**src/rtl/pe_feeder.sv**
```systemverilog
// pe_feeder: host word sequencer for one PE. Forwards instructions, buffers data,
// replays the data as one gap-free burst, then counts results and flags the final
// iteration with alpha_v.
module pe_feeder #(
  parameter int unsigned DATA_WIDTH = 16,
  parameter int unsigned INST_WIDTH = 32,
  parameter int unsigned INST_NUM   = 8,
  parameter int unsigned DATA_NUM   = 16,
  parameter int unsigned RES_NUM    = 4,
  parameter int unsigned ITER_NUM   = 4,
  localparam int unsigned S_WIDTH   = (INST_WIDTH > DATA_WIDTH * 2) ? INST_WIDTH : DATA_WIDTH * 2
) (
  input  logic                    clk,
  input  logic                    rst,
  input  logic                    s_valid,
  output logic                    s_ready,
  input  logic [S_WIDTH-1:0]      s_data,
  output logic                    inst_in_v,
  output logic [INST_WIDTH-1:0]   inst_in,
  output logic                    din_pe_v,
  output logic [DATA_WIDTH*2-1:0] din_pe,
  input  logic                    res_v,
  output logic                    alpha_v,
  output logic                    busy,
  output logic                    done
);

  localparam int unsigned DW2  = DATA_WIDTH * 2;
  localparam int unsigned ICW  = $clog2(INST_NUM + 1);
  localparam int unsigned DCW  = $clog2(DATA_NUM + 1);
  localparam int unsigned RCW  = $clog2(RES_NUM * ITER_NUM + 1);
  localparam int unsigned AW   = (DATA_NUM > 1) ? $clog2(DATA_NUM) : 1;
  localparam int unsigned RCW1 = RCW + 1;

  localparam logic [ICW-1:0]  INST_LAST = ICW'(INST_NUM);
  localparam logic [DCW-1:0]  DATA_LAST = DCW'(DATA_NUM);
  localparam logic [RCW-1:0]  RES_LAST  = RCW'(RES_NUM * ITER_NUM);
  // Final-iteration threshold plus one, so the compare never degenerates to ">= 0".
  localparam logic [RCW1-1:0] ALPHA_TH1 = RCW1'(RES_NUM * (ITER_NUM - 1) + 1);

  typedef enum logic [2:0] {
    IDLE    = 3'd0,
    LD_INST = 3'd1,
    LD_DATA = 3'd2,
    BURST   = 3'd3,
    RUN     = 3'd4
  } state_e;

  state_e                  state_q, state_d;
  logic [ICW-1:0]          inst_cnt_q, inst_cnt_d;
  logic [DCW-1:0]          wr_cnt_q, wr_cnt_d;
  logic [DCW-1:0]          rd_cnt_q, rd_cnt_d;
  logic [RCW-1:0]          res_cnt_q, res_cnt_d;
  logic                    s_ready_q, s_ready_d;
  logic                    inst_in_v_q, inst_in_v_d;
  logic [INST_WIDTH-1:0]   inst_in_q, inst_in_d;
  logic                    din_pe_v_q, din_pe_v_d;
  logic [DW2-1:0]          din_pe_q, din_pe_d;
  logic                    alpha_v_q, alpha_v_d;
  logic                    busy_q, busy_d;
  logic                    done_q, done_d;

  logic [DW2-1:0]          buf_q [DATA_NUM];
  logic                    buf_we;
  logic [AW-1:0]           wr_idx;
  logic [AW-1:0]           rd_idx;
  logic                    hs;

  assign hs     = s_valid && s_ready_q;
  assign wr_idx = wr_cnt_q[AW-1:0];
  assign rd_idx = rd_cnt_q[AW-1:0];

  // Next-state, counter and registered-output logic.
  always_comb begin
    state_d     = state_q;
    inst_cnt_d  = inst_cnt_q;
    wr_cnt_d    = wr_cnt_q;
    rd_cnt_d    = rd_cnt_q;
    res_cnt_d   = res_cnt_q;
    inst_in_v_d = 1'b0;
    inst_in_d   = inst_in_q;
    din_pe_v_d  = 1'b0;
    din_pe_d    = din_pe_q;
    done_d      = 1'b0;
    buf_we      = 1'b0;

    case (state_q)
      IDLE: begin
        if (hs) begin
          inst_in_v_d = 1'b1;
          inst_in_d   = s_data[INST_WIDTH-1:0];
          inst_cnt_d  = ICW'(1);
          state_d     = (INST_NUM == 1) ? LD_DATA : LD_INST;
        end
      end
      LD_INST: begin
        if (hs) begin
          inst_in_v_d = 1'b1;
          inst_in_d   = s_data[INST_WIDTH-1:0];
          inst_cnt_d  = inst_cnt_q + ICW'(1);
          if (inst_cnt_d == INST_LAST) state_d = LD_DATA;
        end
      end
      LD_DATA: begin
        if (hs) begin
          buf_we   = 1'b1;
          wr_cnt_d = wr_cnt_q + DCW'(1);
          if (wr_cnt_d == DATA_LAST) begin
            // Launch word 0 on the BURST entry edge; with a one-word buffer it is
            // still being written, so take it straight from the host bus.
            state_d    = BURST;
            din_pe_v_d = 1'b1;
            din_pe_d   = (DATA_NUM == 1) ? s_data[DW2-1:0] : buf_q[0];
            rd_cnt_d   = DCW'(1);
          end
        end
      end
      BURST: begin
        if (rd_cnt_q == DATA_LAST) begin
          state_d = RUN;
        end else begin
          din_pe_v_d = 1'b1;
          din_pe_d   = buf_q[rd_idx];
          rd_cnt_d   = rd_cnt_q + DCW'(1);
        end
      end
      RUN: begin
        if (res_v) begin
          res_cnt_d = res_cnt_q + RCW'(1);
          if (res_cnt_d == RES_LAST) begin
            state_d = IDLE;
            done_d  = 1'b1;
          end
        end
      end
      default: state_d = IDLE;
    endcase

    if (state_d == IDLE) begin
      inst_cnt_d = '0;
      wr_cnt_d   = '0;
      rd_cnt_d   = '0;
      res_cnt_d  = '0;
    end

    s_ready_d = (state_d == IDLE) || (state_d == LD_INST) || (state_d == LD_DATA);
    busy_d    = (state_d != IDLE);
    alpha_v_d = (state_d == RUN) && ((RCW1'(res_cnt_d) + RCW1'(1)) >= ALPHA_TH1);
  end

  // State, counters and outputs; async active-low reset.
  always_ff @(posedge clk or negedge rst) begin
    if (!rst) begin
      state_q     <= IDLE;
      inst_cnt_q  <= '0;
      wr_cnt_q    <= '0;
      rd_cnt_q    <= '0;
      res_cnt_q   <= '0;
      s_ready_q   <= 1'b0;
      inst_in_v_q <= 1'b0;
      inst_in_q   <= '0;
      din_pe_v_q  <= 1'b0;
      din_pe_q    <= '0;
      alpha_v_q   <= 1'b0;
      busy_q      <= 1'b0;
      done_q      <= 1'b0;
    end else begin
      state_q     <= state_d;
      inst_cnt_q  <= inst_cnt_d;
      wr_cnt_q    <= wr_cnt_d;
      rd_cnt_q    <= rd_cnt_d;
      res_cnt_q   <= res_cnt_d;
      s_ready_q   <= s_ready_d;
      inst_in_v_q <= inst_in_v_d;
      inst_in_q   <= inst_in_d;
      din_pe_v_q  <= din_pe_v_d;
      din_pe_q    <= din_pe_d;
      alpha_v_q   <= alpha_v_d;
      busy_q      <= busy_d;
      done_q      <= done_d;
    end
  end

  // Data staging buffer; contents are don't-care after reset.
  always_ff @(posedge clk) begin
    if (buf_we) buf_q[wr_idx] <= s_data[DW2-1:0];
  end

  assign s_ready   = s_ready_q;
  assign inst_in_v = inst_in_v_q;
  assign inst_in   = inst_in_q;
  assign din_pe_v  = din_pe_v_q;
  assign din_pe    = din_pe_q;
  assign alpha_v   = alpha_v_q;
  assign busy      = busy_q;
  assign done      = done_q;

endmodule
```
**config.mk**
```make
export PLATFORM = sky130hd
export DESIGN_NAME = pe_feeder
export DESIGN_NICKNAME = d
export VERILOG_FILES = /design/src/rtl/pe_feeder.sv
export SDC_FILE = /design/constraint.sdc
export NUM_CORES = 1
export LEC_CHECK = 0
export ABC_AREA = 0
export CORE_ASPECT_RATIO = 0.6
export CORE_MARGIN = 2
export CORE_UTILIZATION = 28
export CTS_BUF_LIST = sky130_fd_sc_hd__clkbuf_4
export CTS_CLUSTER_DIAMETER = 40
export DETAILED_ROUTE_END_ITERATION = 6
export GPL_ROUTABILITY_DRIVEN = 1
export PLACE_DENSITY_LB_ADDON = 0.12
export SLEW_MARGIN = 20
export SYNTH_ARGS = -nofsm -noshare
export SYNTH_HDL_FRONTEND = slang
export SYNTH_SLANG_ARGS = --single-unit
```
**constraint.sdc**
```tcl
create_clock -name clk -period 4.8 [get_ports clk]
set_input_delay 0.72 -clock clk [delete_from_list [all_inputs] [get_ports clk]]
set_output_delay 0.72 -clock clk [all_outputs]
set_load 0.1 [all_outputs]
```
==> impl_metrics.tcl <==
set metrics [dict create \
    cts_root_buf "clkbuf_4" \
    dieWidth_um 376 \
    fin_crit_sh_pct 69.4 \
    route.detailed.drc 0 \
    clkSinkCount 604 \
    synth_nets 1290 \
    arrival_ps 2610 \
    dp_cells 2392 \
    hpwlAfterDp_mm 32.7 \
    h-tree-depth 4 \
    startpoint_type "flop" \
    initial_core_util_pct 28.4 \
    core_region_area_sq_mm 0.0820 \
    criticalPathCategory "flop to output pin" \
    synth_edf_count 512 \
    grt_usage_pct 14.5 \
    layout.nets 1512 \
    ios 106 \
    syn_area_sq_mm 0.0233 \
    p_leak_nw 9.23 \
    placement.io_buffers 105 \
    clock_skew_ps 61.2 \
    syn_inst 1245 \
    drv_cap 0 \
    grt_pass1_vias 13008 \
    viasPerCell 4.68 \
    max_slew_margin_pct 24.5 \
    synth_top_area_share_pct 66.0 \
    yosysMostFrequentCell "edfxtp_1" \
    end_kind "output pin" \
    peakVddDrop_mv 0.372 \
    r2r.worst_path.cells 6 \
    synth_top_area_cell "edfxtp_1" \
    final_cell_area_sq_mm 0.0278 \
    crit_family "buffers and inverters" \
    ys_seq_area_share_pct 75.9 \
    routed_wirelength_mm 61.0 \
    fin_total_pwr_mw 16.4 \
    setup_viol 0 \
    ys.flop_type "edfxtp_1" \
    setup_slack_ps 1470 \
    rows 81 \
    critPathBufInv 1 \
    crit_slowest_cell "clkdlybuf4s50_1" \
    yosys-top-cells-count "512 x edfxtp_1, 128 x mux4_2, 113 x nand2_1" \
    tns_ps 0 \
    period_needed_ps 3330 \
    die_area_sq_mm 0.0856 \
    first_iter_violations 833 \
    grt_max_degree 131 \
    fillers 7804 \
    r2r-start "rd_cnt_q[0]" \
    cts.path.max_buffers 3 \
    gr-total-overflow 0 \
    antenna_found_initial 2 \
    cts_tree "built" \
    synth_seq_cells 604 \
    cp_data_required_time_ps 4080 \
    pre_cts_slack_ps 1330 \
    gp_congestion 0.709 \
    r2r_slack_ps 1830 \
    grt_pass1_wl_mm 88.7 \
    die-height_um 227 \
    first_pass_iters 5 \
    crit_chain "clkdlybuf4s50_1" \
    syn_to_final_growth_pct 19.4 \
    status "complete, no violations" \
    wl_per_cell_um 22.9 \
    slowest_delay_ps 1180 \
    dr_total_vias 12488 \
    max_freq_mhz 300 \
    hold_viol_final 0 \
    ys_async_sr_fraction_pct 15.2 \
    tightest_slew_ps 1130 \
    postLayoutCoreUtil_pct 33.9 \
    ys_top_cells_by_area "edfxtp_1 66%, mux4_2 12%, dfrtp_1 9.9%" \
    rsz0062_at_grt "no" \
    critPathMaxFanout 2 \
    yosysWarnings 0 \
    synth_cell_types 48 \
    post_dp_cell_area_sq_mm 0.0258 \
    cts.reportedPaths.clkPinSlew_ps 60 \
    avgSynthCellArea_sq_um 18.7 \
    drive_gt1_share_pct 27.9 \
    slew_viol_final 0 \
    stdcell_count 2669 \
    holdCritPathClass "input pin to async pin" \
    whs_ps 263 \
    power_density_mw_per_mm2 589 \
    r2r_end "din_pe[11]" \
    numCtsBuffers 151 \
    clk_latency_ps 1000 \
    ant_nets 0 \
]
[cell type report]
cell class                 count  area, sq um  area share (%)
timing repair buffer         142         1420            5.09
antenna                        4         10.0          0.0360
sequential                   604        17700            63.5
tap                         1079         1350            4.85
multi-input combinational    558         5350            19.2
inverter                      10         37.5           0.135
clock buffer                 228         1710            6.15
clock inverter                44          270           0.971
[cells by family (layout without fill, tap and decap cells)]
group | Yosys count | after routing | synth area share [%]
flops | 604 | 604 | 75.9
simple gates | 218 | 218 | 3.95
compound gates | 191 | 191 | 5.03
mux | 132 | 132 | 12.5
buf+inv | 83 | 424 | 1.83
fa+ha+maj | 9 | 9 | 0.483
xor+xnor | 8 | 8 | 0.301
other cells | 0 | 4 | 0
[registers in the layout, summed over array words and instances, names as in the netlist, 3 cells and up]
name and flops:
inst_in 32, inst_cnt_q 4, res_cnt_q 5, state_q 3, rd_cnt_q 5, din_pe 32, wr_cnt_q 5, buf_q 512
[worst max path at each step]
stage,startpoint,endpoint,slack [ps],cells after the start
2_1_floorplan,s_ready,buf_q[0][0],360,4
3_3_place_gp,s_valid,buf_q[10][0],1380,6
3_5_place_dp,s_valid,buf_q[10][28],1330,6
4_1_cts,din_pe[31],din_pe[31],1300,1
5_1_grt,din_pe[31],din_pe[31],1330,1
6_report,din_pe[31],din_pe[31],1470,1
[power breakdown]
part	switching (mW)	leakage, nW	total (mW)	internal (mW)
sequential	0.317	5.71	6.38	6.06
clock	2.15	1.18	4.49	2.34
combinational	3.79	2.33	5.51	1.72
[placed cells by master, fill, tap and decap left out, types with 3 or more instances in the layout]
master	n
nor3_2	4
clkinv_1	26
mux2i_1	3
nand4b_1	3
bufinv_16	3
xor2_1	3
inv_1	8
a21oi_1	105
nand3_1	9
buf_4	30
xnor2_1	5
nor2_1	55
nand2_1	113
clkdlybuf4s50_1	104
clkinv_2	5
dfrtp_1	90
ha_1	9
nand2b_1	3
buf_12	7
inv_2	7
a22oi_1	66
mux4_2	128
edfxtp_1	512
nor2_4	13
diode_2	4
clkbuf_4	228
clkinvlp_4	4
o21ai_0	5
[timing repair]
item | in CTS | in global routing
endpoints found under the hold margin | 32 | 0
hold buffers | 1 | 0
setup buffers | 0 | 0
resized for setup | 0 | 0
[metal layers]
layer  vias to the layer above  GRT usage (%)  share of wire (%)
met2                       291           20.8                 43
met4                         2           5.72                2.0
met5                         -              0               0.13
li1                       5519              -                  -
met1                      6572           21.1                 51
met3                       104           3.60                4.3
Power figures use the tool's default switching activity.
